**src/rtl/uart_feed_pkg.sv**
```systemverilog
// Shared types and constants for the UART line feeder path.
// Arbiter FSM encoding, default line geometry and line helpers.
package uart_feed_pkg;

  typedef logic [1:0] t_linearb_state;

  localparam t_linearb_state ST_IDLE  = 2'd0;
  localparam t_linearb_state ST_GRANT = 2'd1;
  localparam t_linearb_state ST_SEND  = 2'd2;
  localparam t_linearb_state ST_GAP   = 2'd3;

  localparam int unsigned LINE_BYTES_DEF = 34;
  localparam int unsigned LINE_W_DEF     = LINE_BYTES_DEF * 8;
  localparam int unsigned MAX_REQ        = 8;

  localparam logic [LINE_W_DEF-1:0] SPACE_LINE = {LINE_BYTES_DEF{8'h20}};

  // Slice k of a concatenated line bus (requester k at bits k*LINE_W_DEF upward)
  function automatic logic [LINE_W_DEF-1:0] line_slice(
    input logic [MAX_REQ*LINE_W_DEF-1:0] lines,
    input logic [2:0]                    k
  );
    return lines[32'(k)*LINE_W_DEF +: LINE_W_DEF];
  endfunction

endpackage

```
**src/rtl/rr_priority_pick.sv**
```systemverilog
// Combinational round-robin picker: first set req bit at or above pointer,
// wrapping modulo N. Grant is one-hot, index is its binary position.
module rr_priority_pick #(
  parameter int unsigned N  = 3,
  parameter int unsigned IW = 3
) (
  input  logic [N-1:0]  req,
  input  logic [IW-1:0] pointer,
  output logic [N-1:0]  grant,
  output logic [IW-1:0] index
);

  localparam int unsigned CW = (N > 1) ? $clog2(N) : 1;

  logic        found;
  int unsigned cand;

  always_comb begin
    grant = '0;
    index = '0;
    found = 1'b0;
    cand  = 0;
    for (int unsigned i = 0; i < N; i++) begin
      cand = (32'(pointer) + i) % N;
      if (!found && req[CW'(cand)]) begin
        found             = 1'b1;
        grant[CW'(cand)]  = 1'b1;
        index             = IW'(cand);
      end
    end
  end

endmodule

```
**src/rtl/uart_line_arbiter.sv**
```systemverilog
// Round-robin arbiter sharing the UART TX line feeder among NUM_REQ line
// producers; drives the feeder go strobe and counts enqueued bytes.
module uart_line_arbiter
  import uart_feed_pkg::*;
#(
  parameter int unsigned NUM_REQ        = 3,
  parameter int unsigned LINE_BYTES     = LINE_BYTES_DEF,
  parameter int unsigned TIMEOUT_CYCLES = 2000000,
  parameter int unsigned GAP_CYCLES     = 2
) (
  input  logic                          i_clk_20mhz,
  input  logic                          i_rst_20mhz,
  input  logic [NUM_REQ-1:0]            i_req,
  input  logic [NUM_REQ*LINE_BYTES*8-1:0] i_lines,
  output logic [NUM_REQ-1:0]            o_ack,
  output logic [NUM_REQ-1:0]            o_done,
  output logic                          o_timeout,
  output logic                          o_busy,
  output logic [2:0]                    o_grant_idx,
  output logic                          o_feed_go,
  output logic [LINE_BYTES*8-1:0]       o_feed_line,
  input  logic                          i_feed_valid
);

  localparam int unsigned LINE_W = LINE_BYTES * 8;
  localparam int unsigned CNT_W  = $clog2(LINE_BYTES + 1);
  localparam int unsigned WD_W   = $clog2(TIMEOUT_CYCLES);
  localparam int unsigned GAP_W  = $clog2(GAP_CYCLES + 1);

  localparam logic [LINE_W-1:0] IDLE_LINE = {LINE_BYTES{8'h20}};

  t_linearb_state      state, state_nxt;
  logic [2:0]          ptr, ptr_nxt;
  logic [CNT_W-1:0]    byte_cnt, byte_nxt;
  logic [WD_W-1:0]     wd_cnt, wd_nxt;
  logic [GAP_W-1:0]    gap_cnt, gap_nxt;

  logic [NUM_REQ-1:0]  ack_nxt, done_nxt;
  logic                timeout_nxt, busy_nxt, go_nxt, end_txn;
  logic [2:0]          idx_nxt;
  logic [LINE_W-1:0]   line_nxt, sel_line;

  logic [NUM_REQ-1:0]  pick_grant;
  logic [2:0]          pick_idx;

  rr_priority_pick #(
    .N  (NUM_REQ),
    .IW (3)
  ) u_pick (
    .req     (i_req),
    .pointer (ptr),
    .grant   (pick_grant),
    .index   (pick_idx)
  );

  // Line mux for the picked requester
  always_comb begin
    sel_line = IDLE_LINE;
    for (int unsigned k = 0; k < NUM_REQ; k++) begin
      if (pick_idx == 3'(k)) sel_line = i_lines[k*LINE_W +: LINE_W];
    end
  end

  // Next-state and next-output logic
  always_comb begin
    state_nxt   = state;
    ptr_nxt     = ptr;
    byte_nxt    = byte_cnt;
    wd_nxt      = wd_cnt;
    gap_nxt     = gap_cnt;
    ack_nxt     = '0;
    done_nxt    = '0;
    timeout_nxt = 1'b0;
    busy_nxt    = o_busy;
    go_nxt      = o_feed_go;
    idx_nxt     = o_grant_idx;
    line_nxt    = o_feed_line;
    end_txn     = 1'b0;

    case (state)
      ST_IDLE: begin
        if (|i_req) begin
          ack_nxt   = pick_grant;
          line_nxt  = sel_line;
          idx_nxt   = pick_idx;
          busy_nxt  = 1'b1;
          state_nxt = ST_GRANT;
        end
      end
      ST_GRANT: begin
        go_nxt    = 1'b1;
        byte_nxt  = '0;
        wd_nxt    = '0;
        state_nxt = ST_SEND;
      end
      ST_SEND: begin
        wd_nxt = wd_cnt + WD_W'(1);
        if (i_feed_valid) begin
          byte_nxt = byte_cnt + CNT_W'(1);
          if (byte_cnt == CNT_W'(LINE_BYTES - 1)) begin
            done_nxt = NUM_REQ'(1) << o_grant_idx;
            end_txn  = 1'b1;
          end
        end
        // Completion wins over the watchdog when both land on one cycle
        if (!end_txn && wd_cnt == WD_W'(TIMEOUT_CYCLES - 1)) begin
          timeout_nxt = 1'b1;
          end_txn     = 1'b1;
        end
        if (end_txn) begin
          go_nxt    = 1'b0;
          ptr_nxt   = (o_grant_idx == 3'(NUM_REQ - 1)) ? 3'd0 : o_grant_idx + 3'd1;
          gap_nxt   = '0;
          state_nxt = ST_GAP;
        end
      end
      ST_GAP: begin
        if (gap_cnt == GAP_W'(GAP_CYCLES - 1)) begin
          busy_nxt  = 1'b0;
          state_nxt = ST_IDLE;
        end else begin
          gap_nxt = gap_cnt + GAP_W'(1);
        end
      end
      default: state_nxt = ST_IDLE;
    endcase
  end

  // State and registered outputs
  always_ff @(posedge i_clk_20mhz) begin
    if (i_rst_20mhz) begin
      state       <= ST_IDLE;
      ptr         <= '0;
      byte_cnt    <= '0;
      wd_cnt      <= '0;
      gap_cnt     <= '0;
      o_ack       <= '0;
      o_done      <= '0;
      o_timeout   <= 1'b0;
      o_busy      <= 1'b0;
      o_grant_idx <= '0;
      o_feed_go   <= 1'b0;
      o_feed_line <= IDLE_LINE;
    end else begin
      state       <= state_nxt;
      ptr         <= ptr_nxt;
      byte_cnt    <= byte_nxt;
      wd_cnt      <= wd_nxt;
      gap_cnt     <= gap_nxt;
      o_ack       <= ack_nxt;
      o_done      <= done_nxt;
      o_timeout   <= timeout_nxt;
      o_busy      <= busy_nxt;
      o_grant_idx <= idx_nxt;
      o_feed_go   <= go_nxt;
      o_feed_line <= line_nxt;
    end
  end

endmodule

```
**config.mk**
```make
export PLATFORM = sky130hd
export DESIGN_NAME = uart_line_arbiter
export DESIGN_NICKNAME = d
export VERILOG_FILES = /design/src/rtl/uart_feed_pkg.sv /design/src/rtl/rr_priority_pick.sv /design/src/rtl/uart_line_arbiter.sv
export SDC_FILE = /design/constraint.sdc
export NUM_CORES = 1
export LEC_CHECK = 0
export BUFFER_PORTS_ARGS = -buffer_cell sky130_fd_sc_hd__buf_2
export CAP_MARGIN = 40
export CORE_AREA = 2 2 434 436
export CTS_CLUSTER_SIZE = 25
export DETAILED_ROUTE_END_ITERATION = 10
export DIE_AREA = 0 0 436 438
export PLACE_DENSITY = 0.3
export SKIP_CTS_REPAIR_TIMING = 1
export SLEW_MARGIN = 30
export SYNTH_ARGS = -nofsm -noshare
export SYNTH_HDL_FRONTEND = slang
export SYNTH_SLANG_ARGS = --single-unit
```
**constraint.sdc**
```tcl
create_clock -name i_clk_20mhz -period 7 [get_ports i_clk_20mhz]
set_clock_uncertainty 0.2 [all_clocks]
set_input_delay 1.05 -clock i_clk_20mhz [delete_from_list [all_inputs] [get_ports i_clk_20mhz]]
set_output_delay 1.05 -clock i_clk_20mhz [all_outputs]
set_load 0.03 [all_outputs]
```
**Word level (Yosys, flattened, before mapping)**

Index checks and enable logic that the tools add are counted.

- Add/sub/neg operators: 6
- Div/mod/pow operators: 3
- Magnitude comparators: 6
- Equal/unequal tests: 14
- Shift-type cells: 1
- Multiplexer cells: 45
- Bitwise logic cells: 7
- Reduce and logical (&&, ||, !) cells: 25

Operator list:

| cell | count |
|---|---|
| 2-to-1 mux 272 bit | 3 |
| remainder unit 32 x 2 -> 32 bit, second input constant | 2 |
| case mux 21 bit (2 select lines) | 1 |
| remainder unit 3 x 2 -> 32 bit, second input constant | 1 |
| adder 21 x 1 -> 21 bit, second input constant | 1 |
| == test 21 bit, second input constant | 1 |
| 2-to-1 mux 3 bit | 7 |
| 2-to-1 mux 1 bit | 17 |
| case mux 6 bit (2 select lines) | 1 |
| 2-to-1 mux 2 bit | 5 |
| inequality test 2 bit, second input constant | 5 |
| less-than comparator 2 x 3 -> 1 bit, second input constant | 3 |
| AND reduction 3 bit | 3 |
| case mux 2 bit (4 select lines) | 1 |
| AND reduction 2 bit | 4 |
| adder 6 x 1 -> 6 bit, second input constant | 1 |
| binary-select mux 1 bit (select 2 bit) | 3 |
| demux 1 bit (select 2 bit) | 3 |
| == test 3 x 2 -> 1 bit, second input constant | 2 |
| == test 6 bit, second input constant | 1 |
| greater-or-equal comparator 2 x 1 -> 1 bit, second input constant | 3 |
| logical AND 1 bit | 6 |
| 2-to-1 mux 6 bit | 1 |
| OR 3 bit | 2 |
| 18 further kinds | 30 |

- Flip-flop bits (word level): 318
- Input bits: 822
- Output and inout port bits: 284
- Logic and storage cells: 119

**Logic depth before layout (Yosys ltp)**

Gate-level depths: netlist (run 1).

- Word-level depth: 14
- Gate-level depth with buffers: 22
- Gate-level depth less buffers: 19

**Modules after synthesis**

From an unflattened synthesis (run 1), not the netlist that was laid out.

- Cells, all modules: 2177
- Area, all modules: 17280.3 µm²

By module, submodules not included:

| module | times used | cells each | area each (µm²) | sequential area each (µm²) |
|---|---|---|---|---|
| uart_line_arbiter | 1 | 2063 | 16454.5 | 6366.1 |
| rr_priority_pick | 1 | 114 | 825.8 | 0.0 |

**Least setup slack after synthesis (run 1)**

OpenSTA, ideal clock, no wires.

- Path type: register to register
- Start: register ptr[1]
- End: register o_feed_line[100]
- Library setup time: 0.124 ns
- Data arrival time: 4.462 ns
- Data required time: 6.676 ns
- Path slack: 2.214 ns
- Cell stages (with the launch flop): 23
- Path buffers: 3
- Period minus slack after synthesis: 4.786 ns
- Path through: dfxtp_1 ha_1 xnor2_2 inv_2 ha_1 nand3_1 a221oi_2 a21boi_1 or2_2 inv_1 ha_1 nand2b_1 nand2_1 o21ai_0 a32o_1 a31oi_4 o22ai_1 a21oi_2 buf_6 buf_6 buf_6 mux2i_1 o211ai_2

- Longest elaborated chain between the ends: 14
- Elaborated cells on any way between the ends: 26
- Classes of those cells: add/sub (2); div (3); eq/ne (2); mux (14); reduce/logical (5)

Ends and longest elaborated chain:

| element | RTL line | RTL |
|---|---|---|
| start: declaration | uart_line_arbiter.sv:33 | `logic [2:0] ptr, ptr_nxt;` |
| start signal: assignment | uart_line_arbiter.sv:146 | `ptr <= ptr_nxt;` |
| parallel branches: the longest is 9 deep, another holds remainder unit 32 x 2 -> 32 bit | n/a |  |
| 2-to-1 mux 3 bit * | rr_priority_pick.sv:25 | `if (!found && req[CW'(cand)]) begin` |
| zero test 3 bit | uart_line_arbiter.sv:60 | `if (pick_idx == 3'(k)) sel_line = i_lines[k*LINE_W +: LINE_W];` |
| 2-to-1 mux 272 bit (2 in series) | uart_line_arbiter.sv:60 |  |
| 2-to-1 mux 272 bit * | uart_line_arbiter.sv:60 |  |
| end signal: assignment | uart_line_arbiter.sv:156 | `o_feed_line <= line_nxt;` |
| end: declaration | uart_line_arbiter.sv:21 | `output logic [LINE_BYTES*8-1:0] o_feed_line,` |

Every way passes the cells marked *. The select of a mux whose other input is x is not followed.
A chain may end at the register's enable or synchronous reset.

**Worst setup path in the final report (run 1)**

- Start: register ptr[1]
- End: register o_feed_line[154]

The elaborated chain is that of the path after synthesis.

==> results of run 1 <==
## power by group through the flow
stage / registers [mW] / logic [mW] / clock network, mW
after floorplan: 3.31 / 1.02 / 0
after global placement: 2.58 / 3.45 / 0
after detailed placement: 2.58 / 3.44 / 0
after CTS: 2.55 / 3.45 / 2.61
after global routing: 2.60 / 3.55 / 2.65
final: 2.55 / 3.32 / 2.48
## worst register-to-register path, stage by stage, from the launching register on
cell and delay, ns:
dfxtp_1 0.56, ha_1 0.47, nand2_1 0.20, inv_1 0.28, ha_1 0.24, nand3_1 0.19
a221oi_2 0.35, a21boi_1 0.13, or2_2 0.33, inv_1 0.06, ha_1 0.25, nand2b_1 0.18
nand2_1 0.08, o21ai_0 0.09, a32o_1 0.28, a31oi_4 0.24, o22ai_1 0.17, a21oi_4 0.24
buf_12 0.18, buf_4 0.43, mux2i_1 0.75, o211ai_1 0.15
## metal layers
metal  wire (um)  vias to the layer above
li1            -                     9014
met1       52800                     9284
met2       62100                      719
met3       11500                      117
met4        2840                       14
met5          82                        -
## cell families (layout without fill, tap and decap cells)
group	Yosys count	after routing	synth area share, %
buffers and inverters	182	1276	5.79
AND/OR/NAND/NOR	676	676	17.6
XOR/XNOR	25	25	1.28
flip-flops	318	318	36.1
AO/OA/AOI/OAI	352	352	21.1
multiplexers	284	284	16.4
adder cells (fa/ha/maj)	26	26	1.84
other	0	16	0
## flip-flops by register name, summed over array words and instances, names as in the netlist, 2 cells and up
signal,count
wd_cnt,21
o_ack,3
o_grant_idx,3
byte_cnt,6
o_done,3
ptr,3
state,2
gap_cnt,2
o_feed_line,272
## per-stage QoR
step	hold WS [ns]	setup slack [ns]
after floorplan	0.263	2.21
after CTS	0.271	0.648
final	0.268	0.807
after detailed placement	0.256	0.640
after global routing	0.286	0.275
after global placement	0.249	0.553
## layout by cell type (no fill, tap or decap), types with 8 or more instances in the layout
cell type / netlist / routed
clkbuf_1: 90 / 13
o21ai_0: 9 / 9
dfxtp_1: 318 / 318
nand2_1: 274 / 274
nor2_1: 55 / 54
clkinv_2: 0 / 10
mux2_2: 37 / 37
ha_1: 26 / 26
o221a_1: 34 / 34
or3_1: 36 / 36
xor2_1: 16 / 16
nor3_1: 8 / 8
xnor2_1: 8 / 8
diode_2: 0 / 16
buf_2: 19 / 1105
buf_4: 24 / 46
o211ai_2: 195 / 195
mux2i_1: 247 / 243
inv_1: 20 / 20
o211ai_1: 46 / 46
nand3_1: 261 / 261
clkbuf_16: 0 / 49
buf_12: 0 / 18
a21oi_1: 23 / 23
## worst min path at each step
| stage | start | to | cells past startpoint |
|---|---|---|---|
| after detailed placement | o_feed_line[264] | o_feed_line[264] | 2 |
| final | o_feed_line[84] | o_feed_line[84] | 2 |
| after global routing | o_feed_line[256] | o_feed_line[256] | 2 |
| after global placement | o_feed_line[196] | o_feed_line[196] | 2 |
| after floorplan | wd_cnt[1] | wd_cnt[1] | 2 |
| after CTS | o_feed_line[201] | o_feed_line[201] | 2 |
## cell type report
class	instances	area, um2	area share [%]
diodes	16	40.0	0.145
clock inverters	16	185	0.669
multi-input cells	1363	10300	37.2
clock buffers	67	1340	4.85
flip-flops and latches	318	6370	23.0
well taps	2495	3120	11.3
repair buffers	1170	6240	22.5
inverters	23	86.3	0.312
==> run summary, run 1 <==
DP Area -> 26100 um2
M3 GR Usage -> 4.75%
CTS tree -> built
ANT nets after route -> 0
Max Fclk -> 0.161 GHz
Dpl hpwl -> 106000 um
WP data arrival -> 6.48 ns
Sequential area share after synthesis -> 36.1%
Crit-path slowest cell -> mux2i_1
Routed vias/inst -> 3.50
Max rail drop VDD -> 204 uV
Post-route cell area -> 27700 um2
Combinational power share -> 39.7%
Power Total -> 8.35 mW
First-pass GRT wire length -> 171000 um
Rel. slew slack -> 29.8%
Crit path largest cell delay -> 0.71 ns
Status -> complete, no violations
Post-Route WL -> 129000 um
Die ar. -> 191000 um2
Worst Setup EP -> o_feed_line[154]
Kind of cell adding the most delay to the critical path -> compound AO/OA/AOI/OAI gates
Synth top area share -> 36.1%
Core ar. -> 187000 um2
Sw Pwr -> 3.68 mW
Clock network fraction of total power -> 29.8%
Filler instances -> 21600
GR peak layer -> met2
CP bufs+invs -> 4
Type of origin of the critical path -> register
Final setup TNS -> 0 ns
Worst path depth -> 21
Reg-to-reg slack, setup -> 0.81 ns
Unrepaired setup endpoints after global routing -> no
Register bit total from synthesis -> 318
Starting density of the core -> 9.46%
Vias -> 19100
Pint -> 4.67 mW
Clk_lat worst skew -> 0.63 ns
Site Rows -> 159
Vias in the first global route -> 19500
Placed insts -> 5368
Non-filler instance count after layout -> 5468
FF-to-FF End -> o_feed_line[154]
Worst-path cell chain -> ha_1 > nand2_1 > inv_1 > ha_1 > nand3_1 > a221oi_2 > a21boi_1 > or2_2 > inv_1 > ha_1 > nand2b_1 > nand2_1 > o21ai_0 > a32o_1 > a31oi_4 > o22ai_1 > a21oi_4 > buf_12 > buf_4 > mux2i_1 > o211ai_1
Tightest Pin Transition -> 1.05 ns
Post-Syn Area -> 17700 um2
Iter 0 DRT Violations -> 883
Sw frac -> 44.1%
Max-cap check violation count -> 0
Ratio of cells with drive above 1 in the final layout -> 50.5%
Sink Count -> 318
All-Layer GR Usage -> 12.9%
Cell Pwr Density -> 302 nW/um2
Worst EP required -> 7.29 ns
IO Pins -> 1106
DIE HEIGHT -> 438 um
Yosys cell types -> 65
GR Overflow Total -> 0
Leakage -> 13.0 nW
Final Util -> 14.8%
Fin crit share -> 88.5%
Final Net Count -> 3772
Syn Area/Cell -> 9.48 um2
Register-to-Register Path Depth -> 21
Sequential share of power -> 30.5%
GRT met2 Usage -> 21.6%
Post-synth ARST share -> 0%
Net count after synthesis -> 2711
Number of synthesized flops with an enable pin -> 0
Area grow syn2layout -> 56.9%
Met1 usage -> 15.4%
Crit Path Max Fanout -> 26
Antenna violations before repair -> 27
Fin. Hold Viols -> 0
Largest net degree at the start of global routing -> 126
Most common cell in the netlist -> dfxtp_1
TritonCTS buffer count -> 48
Yosys warns -> 0
Chip width -> 436 um
Hold WC Path Type -> reg -> reg
Synth top cells by count -> dfxtp_1 (318), nand2_1 (274), nand3_1 (261)
Setup crit start -> ptr[1]
Synth Flop Type -> dfxtp_1
Clk root buf -> clkbuf_16
Pins Over Slew Limit -> 0
Clock Tree Buf Depth -> 3
Final setup fails -> 0
Avg WL per Cell -> 23.6 um
Cell mode on critical path -> ha_1
Port Buf Inserts -> 1105
Crit path kind -> reg -> reg
# DRC -> 0
Post-Synthesis Cells -> 1863
Worst setup EP type -> register
First-pass DRT Iterations -> 5
Worst r2r src -> ptr[1]
Top cells by area, synth -> dfxtp_1 (36%), mux2i_1 (14%), o211ai_2 (14%)
GP Congestion -> 0.874
Post-layout minimum cycle time -> 6.19 ns
Leading area contributor after synthesis -> dfxtp_1
CTS H-tree lvls -> 2
Reg clk slew, reported paths -> 0.06 ns
Note: power is estimated with default switching activity, not from simulation.
==> run 2, diff against run 1 <==
- CORE_AREA: 2 2 434 436 -> 2 2 429 431
- DIE_AREA: 0 0 436 438 -> 0 0 431 433
- SYNTH_HIERARCHICAL: not set -> 1
==> run summary, run 2 <==
Xor and xnor fraction of the mapped netlist area -> 1.41% (was 1.28%)
Hold WC Path Type -> reg -> reg (unchanged)
Vias in the first global route -> 20200 (was 19500)
Top cells by area, synth -> dfxtp_1 (37%), mux2i_1 (14%), a22oi_1 (10%) (was dfxtp_1 (36%), mux2i_1 (14%), o211ai_2 (14%))
Max-cap check violation count -> 0 (unchanged)
DIE HEIGHT -> 433 um (was 438 um)
Register bit total from synthesis -> 318 (unchanged)
Regs by FF count -> o_feed_line: 272 flops, wd_cnt: 21 flops, byte_cnt: 6 flops (unchanged)
Mux contribution to synthesized area -> 16.3% (was 16.4%)
Commonest non-fill, non-tap cell in the layout -> buf_2 (unchanged)
Status -> complete, no violations (unchanged)
First-pass GRT wire length -> 162000 um (was 171000 um)
Post-synth ARST share -> 0% (unchanged)
Post-synthesis simple-gate area fraction -> 16.6% (was 17.6%)
Post-Syn Area -> 17300 um2 (was 17700 um2)
Tightest Pin Transition -> 0.994 ns (was 1.05 ns)
Routed vias/inst -> 3.58 (was 3.50)
Clock network fraction of total power -> 27.6% (was 29.8%)
CTS H-tree lvls -> 2 (unchanged)
Site Rows -> 157 (was 159)
Max rail drop VDD -> 168 uV (was 204 uV)
Rel. slew slack -> 33.0% (was 29.8%)
Net count after synthesis -> 3023 (was 2711)
Crit Path Max Fanout -> 30 (was 26)
Flip-flop count of the largest register after layout -> 272 (unchanged)
Core ar. -> 182000 um2 (was 187000 um2)
Worst EP required -> 7.32 ns (was 7.29 ns)
Sink Count -> 318 (unchanged)
Area grow syn2layout -> 59.2% (was 56.9%)
Crit path largest cell delay -> 0.59 ns (was 0.71 ns)
Max Fclk -> 0.155 GHz (was 0.161 GHz)
Type of origin of the critical path -> register (unchanged)
TritonCTS buffer count -> 46 (was 48)
Reg with most FFs -> o_feed_line (unchanged)
Filler instances -> 21000 (was 21600)
# DRC -> 0 (unchanged)
Setup WS post-layout -> 0.529 ns (was 0.807 ns)
Fin crit share -> 92.4% (was 88.5%)
Number of synthesized flops with an enable pin -> 0 (unchanged)
Syn Area/Cell -> 7.94 um2 (was 9.48 um2)
Dpl ws -> 0.473 ns (was 0.640 ns)
Worst-path cell chain -> ha_1 > xnor2_2 > inv_2 > ha_1 > nand3_1 > a32o_1 > or3_4 > nand2_1 > inv_1 > ha_1 > a31oi_1 > o221a_2 > nor3_1 > or4_4 > or4b_4 > o221ai_4 > nor2b_4 > buf_16 > buf_12 > nand2_1 > o21ai_0 > a22oi_1 > nor2_1 (was ha_1 > nand2_1 > inv_1 > ha_1 > nand3_1 > a221oi_2 > a21boi_1 > or2_2 > inv_1 > ha_1 > nand2b_1 > nand2_1 > o21ai_0 > a32o_1 > a31oi_4 > o22ai_1 > a21oi_4 > buf_12 > buf_4 > mux2i_1 > o211ai_1)
Power Total -> 8.73 mW (was 8.35 mW)
Final setup fails -> 0 (unchanged)
Leading area contributor after synthesis -> dfxtp_1 (unchanged)
Post-synthesis compound-gate area fraction -> 22.3% (was 21.1%)
Crit-path slowest cell -> or4b_4 (was mux2i_1)
Largest net degree at the start of global routing -> 142 (was 126)
Yosys cell types -> 60 (was 65)
Vias -> 20200 (was 19100)
WP data arrival -> 6.79 ns (was 6.48 ns)
Starting density of the core -> 9.49% (was 9.46%)
Combinational power share -> 43.2% (was 39.7%)
Synth top cells by count -> nand2_1 (341), dfxtp_1 (318), o21ai_0 (287) (was dfxtp_1 (318), nand2_1 (274), nand3_1 (261))
Avg WL per Cell -> 21.7 um (was 23.6 um)
Clk_lat worst skew -> 0.63 ns (about the same)
Hold_ws -> 0.276 ns (was 0.268 ns)
All-Layer GR Usage -> 12.3% (was 12.9%)
CTS tree -> built (unchanged)
Pint -> 4.72 mW (was 4.67 mW)
GR Overflow Total -> 0 (unchanged)
Leakage -> 11.7 nW (was 13.0 nW)
Worst setup EP type -> register (unchanged)
Iter 0 DRT Violations -> 1164 (was 883)
GP Congestion -> 0.870 (was 0.874)
Port Buf Inserts -> 1105 (unchanged)
Die ar. -> 187000 um2 (was 191000 um2)
ANT nets after route -> 0 (unchanged)
Post-Synthesis Cells -> 2177 (was 1863)
Sequential area share after synthesis -> 36.8% (was 36.1%)
Fin. Hold Viols -> 0 (unchanged)
Final Util -> 15.1% (was 14.8%)
Yosys warns -> 6 (was 0)
Clk root buf -> clkbuf_16 (unchanged)
Pins Over Slew Limit -> 0 (unchanged)
Dpl hpwl -> 99800 um (was 106000 um)
Cell mode on critical path -> ha_1 (unchanged)
Cell Pwr Density -> 317 nW/um2 (was 302 nW/um2)
Register area -> 6370 um2 (unchanged)
Ratio of cells with drive above 1 in the final layout -> 40.4% (was 50.5%)
Antenna violations before repair -> 38 (was 27)
Clock Tree Buf Depth -> 3 (unchanged)
IO Pins -> 1106 (unchanged)
Final setup TNS -> 0 ns (unchanged)
Synth Flop Type -> dfxtp_1 (unchanged)
Most frequent cells in the layout -> buf_2 (1104), nand2_1 (340), dfxtp_1 (318) (was buf_2 (1105), dfxtp_1 (318), nand2_1 (274))
Largest family of logic cells by synthesized area -> compound AO/OA/AOI/OAI gates (unchanged)
Final Net Count -> 4057 (was 3772)
Reg clk slew, reported paths -> 0.06 ns (about the same)
Sequential share of power -> 29.1% (was 30.5%)
Sw Pwr -> 4.01 mW (was 3.68 mW)
Synth top area share -> 36.8% (was 36.1%)
Post-layout minimum cycle time -> 6.47 ns (was 6.19 ns)
Synthesized-area fraction occupied by adder cells -> 1.74% (was 1.84%)
First-pass DRT Iterations -> 5 (unchanged)
Post-Route WL -> 122000 um (was 129000 um)
Unrepaired setup endpoints after global routing -> no (unchanged)
Sw frac -> 45.9% (was 44.1%)
Chip width -> 431 um (was 436 um)
Crit path kind -> reg -> reg (unchanged)
Multi-input gate area -> 10100 um2 (was 10300 um2)
Most common cell in the netlist -> nand2_1 (was dfxtp_1)
## run 2: worst paths after layout
path,startpoint,end,slack (ns),cells past startpoint
setup / recovery,ptr[1],o_feed_line[113],0.53,23
hold / removal,o_feed_go,o_feed_go,0.28,2
setup reg to reg,ptr[1],o_feed_line[113],0.53,23
hold reg to reg,o_feed_go,o_feed_go,0.28,2
## run 2: per-stage QoR
| stage | instance area, um2 | cells |
|---|---|---|
| after CTS | 27500 | 5633 |
| final | 27500 | 5645 |
| after floorplan | 17300 | 2177 |
| after detailed placement | 26000 | 5548 |
| after global routing | 27500 | 5638 |
| after global placement | 25800 | 5543 |
## run 2: cells by family after synthesis
kind of cell    Yosys count
buf+inv                 212
compound gates          618
flops                   318
simple gates            701
mux                     277
xor+xnor                 27
fa+ha+maj                24
## run 2: per-layer routing
layer  wire [um]  vias up  GRT usage [%]  part of all wire, %
li1            -     9843              -                    -
met1       49100     9629           14.5                   40
met2       59000      582           20.4                   48
met3       11200      128           5.02                  9.1
met4        3090       20           3.68                  2.5
met5         125        -              0                 0.10
## run 2: area by class of cell
type / count / area share, %
clock buffers: 64 / 4.79
diodes: 12 / 0.109
flip-flops and latches: 318 / 23.1
multi-input cells: 1647 / 36.9
clock inverters: 21 / 0.755
inverters: 23 / 0.314
well taps: 2385 / 10.8
repair buffers: 1175 / 23.2
## run 2: critical path, delay by kind of cell, from the launching register on
family          cells  cell delay (ns)
compound gates      6             1.78
xor+xnor            1             0.31
fa+ha+maj           3             0.83
buf+inv             4             0.56
flops               1             0.41
simple gates        9             2.23
## run 2: power groups by stage
stage / registers (mW) / clock network [mW] / logic [mW]
final: 2.54 / 2.41 / 3.78
after CTS: 2.55 / 2.55 / 3.91
after global placement: 2.58 / 0 / 3.85
after floorplan: 3.38 / 0 / 1.23
after global routing: 2.60 / 2.61 / 4.09
after detailed placement: 2.58 / 0 / 3.89
